===== src/rtl/adder4_operand_loader.sv =====
// Operand entry stage for the 4-bit ripple adder: debounces one push-button, captures
// operand A then B from slide switches, and registers the returned 5-bit sum for display.
module adder4_operand_loader #(
  parameter int unsigned DEBOUNCE_CYCLES = 1000000
) (
  input  logic       clk_i,
  input  logic       rst_i,
  input  logic [3:0] sw_i,
  input  logic       btn_i,
  input  logic [4:0] sum_in_i,
  output logic [3:0] a_out_o,
  output logic [3:0] b_out_o,
  output logic [4:0] result_o,
  output logic       result_valid_o,
  output logic       overflow_o,
  output logic [1:0] state_o
);

  localparam int unsigned CntW = $clog2(DEBOUNCE_CYCLES + 1);
  localparam logic [CntW-1:0] CntLast = CntW'(DEBOUNCE_CYCLES - 1);

  typedef enum logic [1:0] {
    StLoadA = 2'd0,
    StLoadB = 2'd1,
    StShow  = 2'd2
  } state_e;

  logic            sync1_q, sync2_q;
  logic            db_q, db_d;
  logic            db_prev_q;
  logic [CntW-1:0] cnt_q, cnt_d;
  logic            press;

  state_e     state_q, state_d;
  logic [3:0] a_q, a_d;
  logic [3:0] b_q, b_d;
  logic [4:0] res_q, res_d;
  logic       valid_q, valid_d;

  // Two-flop synchronizer for the asynchronous button.
  always_ff @(posedge clk_i) begin
    if (rst_i) begin
      sync1_q <= 1'b0;
      sync2_q <= 1'b0;
    end else begin
      sync1_q <= btn_i;
      sync2_q <= sync1_q;
    end
  end

  always_comb begin
    db_d  = db_q;
    cnt_d = cnt_q;
    if (sync2_q == db_q) begin
      cnt_d = '0;
    end else if (cnt_q == CntLast) begin
      db_d  = ~db_q;
      cnt_d = '0;
    end else begin
      cnt_d = cnt_q + CntW'(1);
    end
  end

  always_ff @(posedge clk_i) begin
    if (rst_i) begin
      db_q      <= 1'b0;
      db_prev_q <= 1'b0;
      cnt_q     <= '0;
    end else begin
      db_q      <= db_d;
      db_prev_q <= db_q;
      cnt_q     <= cnt_d;
    end
  end

  // One-cycle pulse on the debounced rising edge only.
  assign press = db_q & ~db_prev_q;

  always_comb begin
    state_d = state_q;
    a_d     = a_q;
    b_d     = b_q;
    res_d   = res_q;
    valid_d = valid_q;

    if ((state_q == StShow) && !valid_q) begin
      res_d   = sum_in_i;
      valid_d = 1'b1;
    end

    // A press in SHOW clears valid even on the capture edge.
    if (press) begin
      unique case (state_q)
        StLoadA: begin
          state_d = StLoadB;
          a_d     = sw_i;
        end
        StLoadB: begin
          state_d = StShow;
          b_d     = sw_i;
        end
        StShow: begin
          state_d = StLoadA;
          valid_d = 1'b0;
        end
        default: state_d = StLoadA;
      endcase
    end
  end

  always_ff @(posedge clk_i) begin
    if (rst_i) begin
      state_q <= StLoadA;
      a_q     <= '0;
      b_q     <= '0;
      res_q   <= '0;
      valid_q <= 1'b0;
    end else begin
      state_q <= state_d;
      a_q     <= a_d;
      b_q     <= b_d;
      res_q   <= res_d;
      valid_q <= valid_d;
    end
  end

  assign a_out_o        = a_q;
  assign b_out_o        = b_q;
  assign result_o       = res_q;
  assign result_valid_o = valid_q;
  assign overflow_o     = res_q[4] & valid_q;
  assign state_o        = state_q;

endmodule


===== config.mk =====
export PLATFORM = sky130hd
export DESIGN_NAME = adder4_operand_loader
export DESIGN_NICKNAME = d
export VERILOG_FILES = /design/src/rtl/adder4_operand_loader.sv
export SDC_FILE = /design/constraint.sdc
export NUM_CORES = 1
export LEC_CHECK = 0
export CORE_UTILIZATION = 46
export DETAILED_ROUTE_END_ITERATION = 8
export GPL_ROUTABILITY_DRIVEN = 0
export PLACE_DENSITY_LB_ADDON = 0.05
export SKIP_LAST_GASP = 1
export SLEW_MARGIN = 10
export SYNTH_ARGS = -nofsm -noshare
export SYNTH_HDL_FRONTEND = slang
export SYNTH_SLANG_ARGS = --single-unit

===== constraint.sdc =====
create_clock -name clk_i -period 2 [get_ports clk_i]
set_input_delay 0.4 -clock clk_i [delete_from_list [all_inputs] [get_ports clk_i]]
set_output_delay 0.4 -clock clk_i [all_outputs]
set_load 0.02 [all_outputs]

; Word level (Yosys, flattened, before mapping)
; Cells that the tools add are included.
[totals]
wordCells = 31
regBits = 40
out_inout_bits = 17
inputBits = 12
[classes]
reduce_logical = 7
n_mux = 4
n_eq_ne = 4
addsub = 1
bitwise_logic = 5
[ops]
columns = op, n
row1 = $add A20 B1 Y20 const B, 1
row2 = $eq A20 B20 Y1 const B, 1
row3 = $reduce_and A2 Y1, 3
row4 = $pmux W2 S2, 1
row5 = $mux W1, 3
row6 = $not A1 Y1, 3
row7 = $reduce_or A3 Y1, 1
row8 = $and A1 B1 Y1, 2
row9 = $eq A2 B1 Y1 const B, 1
row10 = $eq A2 B2 Y1 const B, 1
row11 = $logic_not A2 Y1, 1
row12 = $eq A1 B1 Y1, 1
row13 = $logic_and A1 B1 Y1, 1
row14 = $logic_not A1 Y1, 1

; Longest topological paths before layout
[logic_depth]
ltp_word = 5
mapped_depth = 6
mapped_depth_nobuf = 5

; Worst setup path after synthesis
; Ideal clock, no wire load.
[synth_timing]
path_type = reg2reg
from = register cnt_q[7]
to = register cnt_q[17]
path_slack_ps = 86
setup_ps = 67
period_less_slack_ps = 1914
n_path_buf = 1
required_ps = 1933
t_arrival_ps = 1847
path_stages_with_launch = 6
path_cell_list = dfxtp_1 > nand4_2 > or4_1 > buf_2 > or4b_4 > a21oi_2
[synth_between]
elab_chain_cells = 2
elab_cells_between_ends = 3
cone_classes = add/sub (1) / eq/ne (1) / reduce/logical (1)
[synth_rtl]
columns = element, line
row1 = start: declaration, 31  ; logic [CntW-1:0] cnt_q, cnt_d;
row2 = start signal: assignment, 72  ; cnt_q <= cnt_d;
row3 = branches (longest 2 deep; another with $add A20 B1 Y20), -
; Several ways; the timed one is not identified.
; A chain may end at the register's enable or synchronous reset.

; Worst setup path in the final report
[layout_timing]
from = register cnt_q[8]
to = register cnt_q[17]
; The elaborated chain is that of the path after synthesis.

==> impl_metrics.csv <==
group,metric,value,unit
synth,syn_nets,186,
pwr,peakVddDrop,512,uV
routing,post_drt_via_cell_ratio,5.25,
routing,met1_length,1.45,mm
placement,post_place_worst_slack,0.0437,ns
critical_path,r2r_start,"cnt_q[8]",
timing,fmaxAchievable,0.524,GHz
run_status,run_status,"complete, no violations",
synth,number_of_library_cell_types_mapped_by_synthesis,34,
floorplan,die_area,3770,sq um
critical_path,worstPathMaxFanout,8,
critical_path,worst_ep_required_time,2.27,ns
routing,met2_wl,1.75,mm
pwr,p_leak,0.688,nW
synth,yosysWarningCount,0,
critical_path,crit_path_max_incr_delay,0.60,ns
clock_tree,cts.reportedPaths.clkPinSlew,0.11,ns
synth,synth_area_per_cell,9.39,sq um
placement,placement.io_buffers,28,
cells_and_area,post_route_cells_drive_above_1_share,12.7,%
routing,drc_errors_left,0,
critical_path,timing.critical_path.cells,"nand4_2 > or4_4 > or4b_4 > a21oi_2",
clock_tree,clockBufferDepth,2,
floorplan,starting_density_of_the_core,48.3,%
clock_tree,cts-hold-fix-buffers,0,
timing,final_critical_path_setup_slack,0.0908,ns
cells_and_area,layout.cells.most_common_list,"sky130_fd_sc_hd__dfxtp_1, sky130_fd_sc_hd__nor2_1, sky130_fd_sc_hd__clkdlybuf4s50_1",
clock_tree,ctsResizeCount,0,
timing,post-route-period-util,95.5,%
global_routing,grtUsageTotal,20.1,%
synth,synth.ff_latch_count,40,
critical_path,reg2reg_depth,4,
clock_tree,tritoncts,"yes",
hold_path,min_delay_worst_type,"flop to flop",
clock_tree,clk_root_buffer_cell,"sky130_fd_sc_hd__clkbuf_4",
floorplan,chipHeight,61.4,microns
pwr,power.density_cell_area,693,nW/um^2
pwr,overall_power_of_the_completed_layout,0.00147,W
critical_path,cell_family_with_the_largest_share_of_critical_path_delay,"simple AND/OR/NAND/NOR gates",
cells_and_area,layout.cell_area.non_filler,2120,sq um
timing,timing.final.max_slew_violations,0,
critical_path,reg2reg_setup_slack,0.09,ns
critical_path,setup.worst_path.end_class,"flop",
timing,timing.max_slew.rel_slack,62.3,%
clock_tree,cts-htree-levels,2,
floorplan,floorplan.die.width,61.4,microns
clock_tree,clkSinkCount,40,
critical_path,cp.depth,4,
critical_path,critical_path_class,"flop to flop",
routing,drt-pass1-iter-count,4,
routing,num_vias,1355,
global_routing,grt_first_pass_wirelength,5.49,mm
floorplan,boundaryPins,29,
cells_and_area,num-nets-final,225,
global_routing,gr-total-overflow,0,
clock_tree,post_cts_buffers,0,
timing,final-hold-violation-count,0,
cells_and_area,final_common_cell,"sky130_fd_sc_hd__dfxtp_1",
placement,post_dp_cell_area,2020,sq um
global_routing,grt_antenna_before_repair,0,
synth,netlist_instances,173,
critical_path,worst_r2r_endpoint,"cnt_q[17]",
critical_path,cp_slowest_cell,"sky130_fd_sc_hd__or4_4",
synth,synth.cell_area,1620,sq um
cells_and_area,fill_cells,318,
global_routing,number_of_global_route_vias_before_repair,1278,
timing,setup-tns-final,0,ns
placement,detailed_placement_hpwl,2.45,mm
timing,final_period_minus_worst_setup_slack,1.91,ns
clock_tree,cts-buffers-inserted,5,
routing,dr.max_layer_used,"met4",
global_routing,grt_start_max_net_pins,21,
cells_and_area,area_delta_synth_final,30.8,%
routing,wl_per_cell,13.0,microns
routing,first_iter_violations,62,
floorplan,design.core.area,3360,sq um
floorplan,row_count,21,
timing,setup_viol,0,
critical_path,critical_path.n_buffers_inverters,0,
timing,rsz0062_at_grt,"no",
timing,finalClockSkew,0.00858,ns
cells_and_area,num_antenna_cells,0,
critical_path,worstPathArrival,2.18,ns
synth,seq_area_frac_synth,49.3,%
routing,route.met3.wl,106,microns
critical_path,cp-start-kind,"flop",
timing,tightest_slew,0.565,ns
routing,final_ant_viol_nets,0,
critical_path,cp-startpoint,"cnt_q[8]",
critical_path,setup.worst_path.end,"cnt_q[17]",
flow_run,drv.max_cap_violation_count,0,
routing,postRouteWirelength,3.35,mm
clock_tree,clkLatencyLatePin,0.33,ns
==> worst min path at each step <==
stage | from | slack [ns] | cells past startpoint | endpoint
final | sync1_q | 0.46 | 1 | sync2_q
after global routing | sync1_q | 0.49 | 1 | sync2_q
after CTS | sync1_q | 0.47 | 1 | sync2_q
after detailed placement | sync1_q | 0.43 | 1 | sync2_q
after global placement | sync1_q | 0.44 | 1 | sync2_q
after floorplan | sync1_q | 0.41 | 1 | sync2_q
==> registers in the layout, indices dropped and copies added, names as in the netlist, named ones only <==
name / cells
b_out_o: 4
db_prev_q: 1
db_q: 1
state_o: 2
a_out_o: 4
result_o: 5
sync2_q: 1
sync1_q: 1
cnt_q: 20
==> per-layer routing <==
metal | track usage, % | vias up
met3 | 4.41 | 5
met2 | 36.8 | 32
met1 | 22.2 | 636
li1 | - | 682
met4 | 8.89 | 0
met5 | 0 | -
==> cell usage after synthesis <==
| master | instances | area [sq um] |
|---|---|---|
| sky130_fd_sc_hd__a21oi_1 | 7 | 35.0 |
| sky130_fd_sc_hd__a21oi_2 | 1 | 8.76 |
| sky130_fd_sc_hd__and2_1 | 1 | 6.26 |
| sky130_fd_sc_hd__and3_1 | 1 | 6.26 |
| sky130_fd_sc_hd__and4_1 | 1 | 8.76 |
| sky130_fd_sc_hd__buf_2 | 1 | 5.00 |
| sky130_fd_sc_hd__clkbuf_1 | 5 | 18.8 |
| sky130_fd_sc_hd__dfxtp_1 | 40 | 801 |
| sky130_fd_sc_hd__ha_1 | 1 | 12.5 |
| sky130_fd_sc_hd__inv_1 | 2 | 7.51 |
| sky130_fd_sc_hd__mux2_2 | 1 | 11.3 |
| sky130_fd_sc_hd__mux2i_1 | 14 | 140 |
| sky130_fd_sc_hd__nand2_1 | 6 | 22.5 |
| sky130_fd_sc_hd__nand2b_1 | 1 | 6.26 |
| sky130_fd_sc_hd__nand3_1 | 7 | 35.0 |
| sky130_fd_sc_hd__nand4_1 | 6 | 37.5 |
| sky130_fd_sc_hd__nand4_2 | 1 | 12.5 |
| sky130_fd_sc_hd__nand4bb_1 | 1 | 11.3 |
| sky130_fd_sc_hd__nor2_1 | 33 | 124 |
| sky130_fd_sc_hd__nor2b_1 | 6 | 37.5 |
| sky130_fd_sc_hd__nor3_1 | 5 | 25.0 |
| sky130_fd_sc_hd__nor3b_1 | 1 | 7.51 |
| sky130_fd_sc_hd__nor4_1 | 3 | 18.8 |
| sky130_fd_sc_hd__o21ai_0 | 3 | 15.0 |
| sky130_fd_sc_hd__o31ai_1 | 3 | 22.5 |
| sky130_fd_sc_hd__o41ai_1 | 1 | 8.76 |
| sky130_fd_sc_hd__or2_2 | 1 | 6.26 |
| sky130_fd_sc_hd__or3_1 | 1 | 6.26 |
| sky130_fd_sc_hd__or3_2 | 1 | 7.51 |
| sky130_fd_sc_hd__or3b_2 | 1 | 8.76 |
| sky130_fd_sc_hd__or4_1 | 3 | 22.5 |
| sky130_fd_sc_hd__or4b_4 | 1 | 13.8 |
| sky130_fd_sc_hd__xnor2_1 | 8 | 70.1 |
| sky130_fd_sc_hd__xor2_1 | 5 | 43.8 |
==> stage by stage <==
stage / utilization, % / hold slack, ns / cells
4_1_cts: 62.9 / 0.466 / 258
6_report: 63.2 / 0.460 / 258
3_5_place_dp: 60.0 / 0.432 / 251
5_1_grt: 63.2 / 0.491 / 258
3_3_place_gp: 60.0 / 0.442 / 251
2_1_floorplan: - / 0.414 / 173
==> cell families (layout without fill, tap and decap cells) <==
group,Yosys count,after routing,synth area share (%)
AO/OA/AOI/OAI,15,15,5.55
AND/OR/NAND/NOR,81,81,26.1
buffers and inverters,8,47,1.93
adder cells (fa/ha/maj),1,1,0.770
flip-flops,40,40,49.3
multiplexers,15,15,9.32
XOR/XNOR,13,13,7.01
==> layout make-up <==
cell class	instances	area [sq um]	share of cell area (%)
Clock buffer	5	37.5	1.77
Clock inverter	2	60.1	2.83
Inverter	2	7.51	0.353
Multi-Input combinational cell	125	801	37.7
Sequential cell	40	802	37.8
Tap cell	46	57.6	2.71
Timing Repair Buffer	38	359	16.9
==> where the power goes <==
group / leakage [nW] / switching (W) / internal, W / total [W]
clock: 0.0513 / 0.000249 / 0.000383 / 0.000632
combinational: 0.313 / 0.0000151 / 0.0000242 / 0.0000393
sequential: 0.323 / 0.00000162 / 0.000799 / 0.000800
(Power assumes the default switching activity.)
